==> config.mk <==
export PLATFORM = sky130hd
export DESIGN_NAME = axi4_lite_manager_bridge_flat
export DESIGN_NICKNAME = d
export VERILOG_FILES = /design/src/rtl/axi4_lite_pkg.sv /design/src/rtl/axi4_lite_if.sv /design/src/rtl/axi4_lite_manager_bridge.sv /design/src/flat_wrapper.sv
export SDC_FILE = /design/constraint.sdc
export NUM_CORES = 1
export LEC_CHECK = 0
export CORE_MARGIN = 2
export CORE_UTILIZATION = 35
export DETAILED_ROUTE_END_ITERATION = 8
export HOLD_SLACK_MARGIN = 0.08
export PLACE_DENSITY_LB_ADDON = 0.05
export SLEW_MARGIN = 0
export SYNTH_ARGS = -nofsm -noshare
export SYNTH_HDL_FRONTEND = slang
export SYNTH_SLANG_ARGS = --single-unit
==> constraint.sdc <==
create_clock -name aclk -period 11 [get_ports aclk]
set_clock_uncertainty 0.05 [all_clocks]
set_input_delay 2.2 -clock aclk [delete_from_list [all_inputs] [get_ports aclk]]
set_output_delay 2.2 -clock aclk [all_outputs]
set_load 0.01 [all_outputs]
==> src/rtl/axi4_lite_pkg.sv <==
// Shared AXI4-Lite types: response codes, bridge FSM states and strobe-width helper.
// The crossbar's DECERR path uses the same resp_t encoding.
package axi4_lite_pkg;

    typedef enum logic [1:0] {
        OKAY   = 2'b00,
        EXOKAY = 2'b01,
        SLVERR = 2'b10,
        DECERR = 2'b11
    } resp_t;

    typedef enum logic [2:0] {
        IDLE,
        WR,
        WR_RESP,
        RD_ADDR,
        RD_DATA
    } bridge_state_t;

    localparam int unsigned DEFAULT_WIDTH = 32;
    localparam int unsigned STRB_WIDTH    = DEFAULT_WIDTH / 8;

    function automatic int unsigned strb_width(input int unsigned width);
        return width / 8;
    endfunction

endpackage

==> src/rtl/axi4_lite_if.sv <==
// AXI4-Lite bus bundle with manager/subordinate views; clock and reset travel with the bus.
interface axi4_lite #(
    parameter int unsigned WIDTH      = 32,
    parameter int unsigned ADDR_WIDTH = 32
) ();
    import axi4_lite_pkg::*;

    logic                           aclk;
    logic                           areset_n;

    logic                           awvalid;
    logic                           awready;
    logic [ADDR_WIDTH-1:0]          awaddr;
    logic [2:0]                     awprot;

    logic                           wvalid;
    logic                           wready;
    logic [WIDTH-1:0]               wdata;
    logic [strb_width(WIDTH)-1:0]   wstrb;

    logic                           bvalid;
    logic                           bready;
    resp_t                          bresp;

    logic                           arvalid;
    logic                           arready;
    logic [ADDR_WIDTH-1:0]          araddr;
    logic [2:0]                     arprot;

    logic                           rvalid;
    logic                           rready;
    logic [WIDTH-1:0]               rdata;
    resp_t                          rresp;

    modport manager (
        output aclk, areset_n,
        output awvalid, awaddr, awprot, input awready,
        output wvalid, wdata, wstrb, input wready,
        input  bvalid, bresp, output bready,
        output arvalid, araddr, arprot, input arready,
        input  rvalid, rdata, rresp, output rready
    );

    modport subordinate (
        input  aclk, areset_n,
        input  awvalid, awaddr, awprot, output awready,
        input  wvalid, wdata, wstrb, output wready,
        output bvalid, bresp, input bready,
        input  arvalid, araddr, arprot, output arready,
        output rvalid, rdata, rresp, input rready
    );

endinterface

==> src/rtl/axi4_lite_manager_bridge.sv <==
// Single-outstanding core load/store port to AXI4-Lite manager bridge.
// One FSM with registered valids/readies and response outputs; req_ready decoded from state.
module axi4_lite_manager_bridge
    import axi4_lite_pkg::*;
#(
    parameter int unsigned WIDTH      = 32,
    parameter int unsigned ADDR_WIDTH = 32,
    parameter logic [2:0]  PROT       = 3'b000
) (
    input  logic                         aclk,
    input  logic                         areset,
    input  logic                         req_valid,
    output logic                         req_ready,
    input  logic                         req_we,
    input  logic [ADDR_WIDTH-1:0]        req_addr,
    input  logic [WIDTH-1:0]             req_wdata,
    input  logic [strb_width(WIDTH)-1:0] req_wstrb,
    output logic                         rsp_done,
    output logic                         rsp_err,
    output logic [1:0]                   rsp_resp,
    output logic [WIDTH-1:0]             rsp_rdata,
    axi4_lite.manager                    axi
);

    if (WIDTH != 32 && WIDTH != 64) begin : g_width_check
        $error("axi4_lite_manager_bridge: WIDTH must be 32 or 64");
    end

    bridge_state_t                  state;
    logic [ADDR_WIDTH-1:0]          addr_q;
    logic [WIDTH-1:0]               wdata_q;
    logic [strb_width(WIDTH)-1:0]   wstrb_q;
    logic                           awvalid_q;
    logic                           wvalid_q;
    logic                           bready_q;
    logic                           arvalid_q;
    logic                           rready_q;
    logic                           aw_done;
    logic                           w_done;
    logic                           aw_fire;
    logic                           w_fire;

    assign axi.aclk     = aclk;
    assign axi.areset_n = ~areset;

    assign axi.awvalid  = awvalid_q;
    assign axi.awaddr   = addr_q;
    assign axi.awprot   = PROT;
    assign axi.wvalid   = wvalid_q;
    assign axi.wdata    = wdata_q;
    assign axi.wstrb    = wstrb_q;
    assign axi.bready   = bready_q;
    assign axi.arvalid  = arvalid_q;
    assign axi.araddr   = addr_q;
    assign axi.arprot   = PROT;
    assign axi.rready   = rready_q;

    assign req_ready    = (state == IDLE);

    assign aw_fire      = awvalid_q & axi.awready;
    assign w_fire       = wvalid_q & axi.wready;

    always_ff @(posedge aclk or posedge areset) begin
        if (areset) begin
            state     <= IDLE;
            addr_q    <= '0;
            wdata_q   <= '0;
            wstrb_q   <= '0;
            awvalid_q <= 1'b0;
            wvalid_q  <= 1'b0;
            bready_q  <= 1'b0;
            arvalid_q <= 1'b0;
            rready_q  <= 1'b0;
            aw_done   <= 1'b0;
            w_done    <= 1'b0;
            rsp_done  <= 1'b0;
            rsp_err   <= 1'b0;
            rsp_resp  <= '0;
            rsp_rdata <= '0;
        end else begin
            rsp_done <= 1'b0;
            case (state)
                IDLE: begin
                    if (req_valid) begin
                        addr_q  <= req_addr;
                        wdata_q <= req_wdata;
                        wstrb_q <= req_wstrb;
                        if (req_we) begin
                            state     <= WR;
                            awvalid_q <= 1'b1;
                            wvalid_q  <= 1'b1;
                        end else begin
                            state     <= RD_ADDR;
                            arvalid_q <= 1'b1;
                        end
                    end
                end

                // AW and W complete independently; the exit test also counts
                // handshakes landing on this very edge.
                WR: begin
                    if (aw_fire) begin
                        awvalid_q <= 1'b0;
                        aw_done   <= 1'b1;
                    end
                    if (w_fire) begin
                        wvalid_q <= 1'b0;
                        w_done   <= 1'b1;
                    end
                    if ((aw_done || aw_fire) && (w_done || w_fire)) begin
                        state    <= WR_RESP;
                        bready_q <= 1'b1;
                        aw_done  <= 1'b0;
                        w_done   <= 1'b0;
                    end
                end

                WR_RESP: begin
                    if (axi.bvalid) begin
                        state    <= IDLE;
                        bready_q <= 1'b0;
                        rsp_done <= 1'b1;
                        rsp_err  <= (axi.bresp != OKAY);
                        rsp_resp <= axi.bresp;
                    end
                end

                RD_ADDR: begin
                    if (axi.arready) begin
                        state     <= RD_DATA;
                        arvalid_q <= 1'b0;
                        rready_q  <= 1'b1;
                    end
                end

                RD_DATA: begin
                    if (axi.rvalid) begin
                        state     <= IDLE;
                        rready_q  <= 1'b0;
                        rsp_done  <= 1'b1;
                        rsp_err   <= (axi.rresp != OKAY);
                        rsp_resp  <= axi.rresp;
                        rsp_rdata <= axi.rdata;
                    end
                end

                default: state <= IDLE;
            endcase
        end
    end

endmodule

==> src/flat_wrapper.sv <==
// flat-port wrapper written by rule: the top's interface ports become plain ports
module axi4_lite_manager_bridge_flat import axi4_lite_pkg::*;
#(
    parameter int unsigned WIDTH      = 32,
    parameter int unsigned ADDR_WIDTH = 32,
    parameter logic [2:0]  PROT       = 3'b000
)
  (aclk, areset, req_valid, req_ready, req_we, req_addr, req_wdata, req_wstrb, rsp_done, rsp_err, rsp_resp, rsp_rdata, axi_aclk, axi_areset_n, axi_awvalid, axi_awaddr, axi_awprot, axi_awready, axi_wvalid, axi_wdata, axi_wstrb, axi_wready, axi_bvalid, axi_bresp, axi_bready, axi_arvalid, axi_araddr, axi_arprot, axi_arready, axi_rvalid, axi_rdata, axi_rresp, axi_rready);
  axi4_lite #(.WIDTH(WIDTH), .ADDR_WIDTH(ADDR_WIDTH)) axi_i ();
  input  logic aclk;
  input  logic areset;
  input  logic req_valid;
  output logic req_ready;
  input  logic req_we;
  input  logic [ADDR_WIDTH-1:0] req_addr;
  input  logic [WIDTH-1:0] req_wdata;
  input  logic [strb_width(WIDTH)-1:0] req_wstrb;
  output logic rsp_done;
  output logic rsp_err;
  output logic [1:0] rsp_resp;
  output logic [WIDTH-1:0] rsp_rdata;
  output wire logic [$bits(axi_i.aclk)-1:0] axi_aclk;
  output wire logic [$bits(axi_i.areset_n)-1:0] axi_areset_n;
  output wire logic [$bits(axi_i.awvalid)-1:0] axi_awvalid;
  output wire logic [$bits(axi_i.awaddr)-1:0] axi_awaddr;
  output wire logic [$bits(axi_i.awprot)-1:0] axi_awprot;
  input wire logic [$bits(axi_i.awready)-1:0] axi_awready;
  output wire logic [$bits(axi_i.wvalid)-1:0] axi_wvalid;
  output wire logic [$bits(axi_i.wdata)-1:0] axi_wdata;
  output wire logic [$bits(axi_i.wstrb)-1:0] axi_wstrb;
  input wire logic [$bits(axi_i.wready)-1:0] axi_wready;
  input wire logic [$bits(axi_i.bvalid)-1:0] axi_bvalid;
  input wire logic [$bits(axi_i.bresp)-1:0] axi_bresp;
  output wire logic [$bits(axi_i.bready)-1:0] axi_bready;
  output wire logic [$bits(axi_i.arvalid)-1:0] axi_arvalid;
  output wire logic [$bits(axi_i.araddr)-1:0] axi_araddr;
  output wire logic [$bits(axi_i.arprot)-1:0] axi_arprot;
  input wire logic [$bits(axi_i.arready)-1:0] axi_arready;
  input wire logic [$bits(axi_i.rvalid)-1:0] axi_rvalid;
  input wire logic [$bits(axi_i.rdata)-1:0] axi_rdata;
  input wire logic [$bits(axi_i.rresp)-1:0] axi_rresp;
  output wire logic [$bits(axi_i.rready)-1:0] axi_rready;
  assign axi_aclk = axi_i.aclk;
  assign axi_areset_n = axi_i.areset_n;
  assign axi_awvalid = axi_i.awvalid;
  assign axi_awaddr = axi_i.awaddr;
  assign axi_awprot = axi_i.awprot;
  assign axi_i.awready = axi_awready;
  assign axi_wvalid = axi_i.wvalid;
  assign axi_wdata = axi_i.wdata;
  assign axi_wstrb = axi_i.wstrb;
  assign axi_i.wready = axi_wready;
  assign axi_i.bvalid = axi_bvalid;
  assign axi_i.bresp = axi_bresp;
  assign axi_bready = axi_i.bready;
  assign axi_arvalid = axi_i.arvalid;
  assign axi_araddr = axi_i.araddr;
  assign axi_arprot = axi_i.arprot;
  assign axi_i.arready = axi_arready;
  assign axi_i.rvalid = axi_rvalid;
  assign axi_i.rdata = axi_rdata;
  assign axi_i.rresp = axi_rresp;
  assign axi_rready = axi_i.rready;
  axi4_lite_manager_bridge #(.WIDTH(WIDTH), .ADDR_WIDTH(ADDR_WIDTH), .PROT(PROT)) u_core (.aclk(aclk), .areset(areset), .req_valid(req_valid), .req_ready(req_ready), .req_we(req_we), .req_addr(req_addr), .req_wdata(req_wdata), .req_wstrb(req_wstrb), .rsp_done(rsp_done), .rsp_err(rsp_err), .rsp_resp(rsp_resp), .rsp_rdata(rsp_rdata), .axi(axi_i));
endmodule
==> results.json, run 1 <==
{
  "path_max_fanout": 2,
  "pin_count": 263,
  "drtPass1Iterations": 4,
  "critPathTopFamily": "buffers and inverters",
  "initial_core_util": 0.359,
  "setup_slack_ns": 2.53,
  "worstHoldStart": "u_core.rsp_rdata[0]",
  "ys_ff_latch": 114,
  "required_ns": 8.75,
  "grt_pass1_wl_mm": 18.6,
  "grtUsageTotal": 0.172,
  "rrSetupSlack_ns": 8.48,
  "netlist_area_sq_mm": 0.00478,
  "cts_tree": "built",
  "p_leak_nw": 3.26,
  "die_w_um": 121,
  "dp_cells": 704,
  "port_buffers": 256,
  "cpMostUsedCell": "clkbuf_16",
  "finalNetCount": 663,
  "rr_worst_depth": 3,
  "grt_max_degree": 63,
  "diodes": 0,
  "max_stage_delay_ns": 0.47,
  "dp_slack_ns": 2.80,
  "core_area_sq_mm": 0.0133,
  "fp-row-count": 42,
  "synthFlopType": "dfrtp_1",
  "path_class": "clk -> out",
  "areaGrowthSynthToFinish_pct": 62.7,
  "crit_buf_inv": 3,
  "ys_top_cells_by_count": "114 x dfrtp_1, 98 x mux2_2, 43 x buf_4",
  "overflow": 0,
  "final_core_util": 0.585,
  "finalSetupViolCount": 0,
  "crit_chain": "clkbuf_16, clkbuf_16, clkdlybuf4s50_1",
  "timing.hold.ws_ns": 0.451,
  "finalMaxSlewViolations": 0,
  "yosysTopAreaCellShare": 0.597,
  "rr_startpoint": "u_core.state[0]",
  "rsz0062_at_grt": "no",
  "via_per_inst": 4.56,
  "worst_pin_slew_ns": 0.795,
  "antenna_found_initial": 0,
  "p_total_mw": 2.35,
  "clk_pin_slew_ns": 0.05,
  "synth.yosys.seq_area_share": 0.597,
  "start_kind": "clock port",
  "placed_area_sq_mm": 0.00719,
  "ctsResizeCount": 0,
  "vias": 3346,
  "stdcell_area_sq_mm": 0.00777,
  "synth_cell_types": 30,
  "die_h_um": 121,
  "avgSynthCellArea_sq_um": 15.1,
  "synth_edf_count": 0,
  "drive_gt1_frac": 0.250,
  "clock_latency_ns": 0.51,
  "hold_path_depth": 1,
  "ys_warn_count": 0,
  "grt_pass1_vias": 3435,
  "syn_inst": 316,
  "yosys-top-cells-area": "dfrtp_1 60%, mux2_2 23%, buf_4 6.8%",
  "critPathSlowestCell": "clkdlybuf4s50_1",
  "final.setup.tns_ns": 0,
  "powerDensity_mw_per_mm2": 303,
  "fillCellCount": 1113,
  "cts_setup_buffers": 0,
  "drtIter0Drc": 122,
  "final_cells": 733,
  "end_kind": "output pin",
  "yosys.area.top_type": "dfrtp_1",
  "slew_headroom": 0.470,
  "reg2reg_to": "u_core.axi.araddr[21]",
  "drc_errors": 0,
  "crit_arrival_ns": 6.22,
  "ctsHoldBuffers": 0,
  "maxCapViolCount": 0,
  "holdPathEnd": "u_core.rsp_rdata[0]",
  "dieArea_sq_mm": 0.0146,
  "routedWlPerCell_um": 16.6,
  "place.gp.congestion": 0.718,
  "yosysMostFrequentCell": "dfrtp_1",
  "async_flop_share": 1.00,
  "ir_worst_vdd_v": 0.000170,
  "routed_wirelength_mm": 12.2,
  "ant_nets": 0,
  "outcome": "finished clean",
  "hold_path.class": "reg -> reg",
  "finalHoldViolations": 0,
  "post-dp-hpwl_mm": 9.01
}
## where the power goes
part | switching (mW) | internal (mW) | leakage (nW)
logic | 0.371 | 0.679 | 1.59
clock network | 0.177 | 0.361 | 0.291
registers | 0.138 | 0.627 | 1.39
total | 0.686 | 1.67 | 3.26
## sequential cells by signal, indices dropped and copies added (netlist names)
signal	count
u_core.axi.bready	1
u_core.axi.wdata	32
u_core.state	3
u_core.axi.awvalid	1
u_core.axi.araddr	32
u_core.axi.wstrb	4
u_core.rsp_resp	2
u_core.axi.rready	1
u_core.axi.arvalid	1
u_core.axi.wvalid	1
u_core.aw_done	1
u_core.rsp_rdata	32
u_core.rsp_err	1
u_core.rsp_done	1
u_core.w_done	1
## metal layers
layer | share of wire | wire length, um | vias up | GRT usage
met5 | 0 | 0 | - | 0
met4 | 0.018 | 216 | 0 | 0.0850
met3 | 0.093 | 1130 | 19 | 0.0764
met2 | 0.53 | 6390 | 162 | 0.292
met1 | 0.36 | 4430 | 1641 | 0.180
li1 | - | - | 1524 | -
## layout by cell type (no fill, tap or decap), types with 4 or more instances in the layout
cell             instances
clkbuf_16               20
clkdlybuf4s50_1        256
mux2_4                   7
clkbuf_1                 4
mux2_2                  98
dfrtp_1                114
conb_1                   6
a21oi_1                  8
nor2_1                   5
clkbuf_8                 5
buf_4                    4
## kinds of logic after synthesis
family / after synthesis / synth area share
other cells: 1 / 0.000785
mux: 107 / 0.257
buf+inv: 56 / 0.0906
simple gates: 17 / 0.0264
flops: 114 / 0.597
compound gates: 21 / 0.0278
## final cells by class
cell class,count,area [sq um],share of cell area
clock buffers,30,594,0.0764
inverters,3,13.8,0.00177
multi-input cells,151,1510,0.194
flip-flops and latches,114,2850,0.367
well taps,176,220,0.0283
repair buffers,259,2580,0.332
## worst max path at each step
stage	from	endpoint	depth (start not counted)
after floorplan	aclk	axi_aclk	1
after global placement	aclk	axi_aclk	1
after detailed placement	aclk	axi_aclk	1
after CTS	aclk	axi_aclk	3
after global routing	aclk	axi_aclk	3
final	aclk	axi_aclk	3
(Power assumes the default switching activity.)
==> run 2, diff against run 1 <==
clock period = 7.3 ns   (was 11 ns; I/O delays follow)
==> run 2 against run 1 <==
Against the previous run:
- die area did not move
- worst setup slack got worse by 1.1 ns
- global-route usage rose by 0.33 points
- via count barely moved
- count of clock-buffer cells in the layout fell by 1
- final cell count rose by 0.68%
- worst hold slack got worse by 0.00088 ns
- clock power rose by 53%
- sequential power rose by 50%
- power rose by 52%
- wire length rose by 0.67%
- highest routed layer unchanged
==> results.json, run 2 (synthesized netlist as in run 1, its figures left out) <==
{
  "cts_setup_buffers": 0,
  "ctsResizeCount": 0,
  "die_h_um": 121,
  "grt_pass1_wl_mm": 19.0,
  "crit_buf_inv": 3,
  "drc_errors": 0,
  "drive_gt1_frac": 0.256,
  "swShare": 0.296,
  "start_kind": "clock port",
  "rr_startpoint": "u_core.state[0]",
  "final_cells": 738,
  "holdPathEnd": "u_core.rsp_rdata[14]",
  "power.internal_mw": 2.51,
  "port_buffers": 256,
  "worstHoldStart": "u_core.rsp_rdata[14]",
  "diodes": 0,
  "worst_pin_slew_ns": 0.785,
  "powerDensity_mw_per_mm2": 458,
  "required_ns": 5.79,
  "drtPass1Iterations": 4,
  "ant_nets": 0,
  "pin_count": 263,
  "multi_input_area_sq_mm": 0.00151,
  "p_leak_nw": 3.28,
  "ir_worst_vdd_v": 0.000255,
  "critPathTopFamily": "buffers and inverters",
  "initial_core_util": 0.359,
  "max_stage_delay_ns": 0.47,
  "fp-row-count": 42,
  "drtIter0Drc": 124,
  "grtUsageTotal": 0.175,
  "outcome": "finished clean",
  "path_class": "clk -> out",
  "crit_chain": "clkbuf_16, clkbuf_16, clkdlybuf4s50_1",
  "grt_max_degree": 63,
  "dr_wl_met3_mm": 1.06,
  "core_area_sq_mm": 0.0133,
  "path_max_fanout": 2,
  "overflow": 0,
  "seqCellArea_sq_mm": 0.00285,
  "power_frac_comb": 0.445,
  "hold_path_depth": 1,
  "rsz0062_at_grt": "no",
  "clock_latency_ns": 0.51,
  "die_w_um": 121,
  "maxCapViolCount": 0,
  "end_kind": "output pin",
  "routed_wirelength_mm": 12.3,
  "areaGrowthSynthToFinish_pct": 63.1,
  "slew_headroom": 0.477,
  "clk_pin_slew_ns": 0.05,
  "antenna_found_initial": 0,
  "p_sw_mw": 1.06,
  "grt_pass1_vias": 3570,
  "via_per_inst": 4.54,
  "final_core_util": 0.586,
  "finalNetCount": 663,
  "p_total_mw": 3.57,
  "place.gp.congestion": 0.699,
  "cts_tree": "built",
  "rrSetupSlack_ns": 5.19,
  "wl_met2_mm": 6.41,
  "finalMaxSlewViolations": 0,
  "reg2reg_to": "u_core.axi.wdata[21]",
  "routedWlPerCell_um": 16.6,
  "seqPwrFrac": 0.323,
  "ctsHoldBuffers": 0,
  "crit_arrival_ns": 4.36,
  "top_layer_used": "met4",
  "mostFrequentLayoutCell": "clkdlybuf4s50_1",
  "finalHoldViolations": 0,
  "pwr-share-clk": 0.232,
  "final.setup.tns_ns": 0,
  "finalSetupViolCount": 0,
  "dieArea_sq_mm": 0.0146,
  "hold_path.class": "reg -> reg",
  "wl_met1_mm": 4.52,
  "cpMostUsedCell": "clkbuf_16",
  "fillCellCount": 1107,
  "dp_cells": 704,
  "post-dp-hpwl_mm": 8.96,
  "critPathSlowestCell": "clkdlybuf4s50_1",
  "final_cell_mix": "256 x clkdlybuf4s50_1, 114 x dfrtp_1, 98 x mux2_2, 20 x clkbuf_16, 8 x a21oi_1",
  "vias": 3349,
  "rr_worst_depth": 3
}
==> run 2: changes by cell type in the layout (fill, tap and decap cells not counted) <==
cell,before,now
clkbuf_8,5,4
clkinv_2,0,6
==> run 2: layer usage <==
| metal | vias to the layer above | track usage |
|---|---|---|
| li1 | 1531 | - |
| met1 | 1631 | 0.186 |
| met2 | 163 | 0.296 |
| met3 | 24 | 0.0755 |
| met4 | 0 | 0.0879 |
| met5 | - | 0 |
==> run 2: power groups by stage <==
stage	Combinational [mW]	Sequential, mW	Clock [mW]
finish	1.59	1.15	0.827
global route	1.69	1.20	0.880
floorplan	0.686	1.26	0.0113
detailed placement	1.61	1.16	0.0139
CTS	1.61	1.16	0.850
global placement	1.59	1.15	0.0139
==> run 2: metrics by stage <==
step / worst slack, ns / hold slack (ns) / area, sq um
final: 1.43 / 0.450 / 7790
after global routing: 1.41 / 0.462 / 7790
after CTS: 1.42 / 0.456 / 7790
after detailed placement: 1.69 / 0.444 / 7190
after global placement: 1.69 / 0.425 / 7190
after floorplan: 1.93 / 0.443 / 4800
==> run 2: area by class of cell <==
type	instances	area share
tap	176	0.0283
multi-input combinational	151	0.194
inverter	3	0.00177
clock inverter	6	0.00385
timing repair buffer	259	0.331
clock buffer	29	0.0745
sequential	114	0.366
==> run 2: worst max-delay path by stage <==
stage	from	to	slack, ns	cells after the start
3_5_place_dp	aclk	axi_aclk	1.69	1
4_1_cts	aclk	axi_aclk	1.42	3
6_report	aclk	axi_aclk	1.43	3
5_1_grt	aclk	axi_aclk	1.41	3
3_3_place_gp	aclk	axi_aclk	1.69	1
2_1_floorplan	areset	axi_areset_n	1.93	1
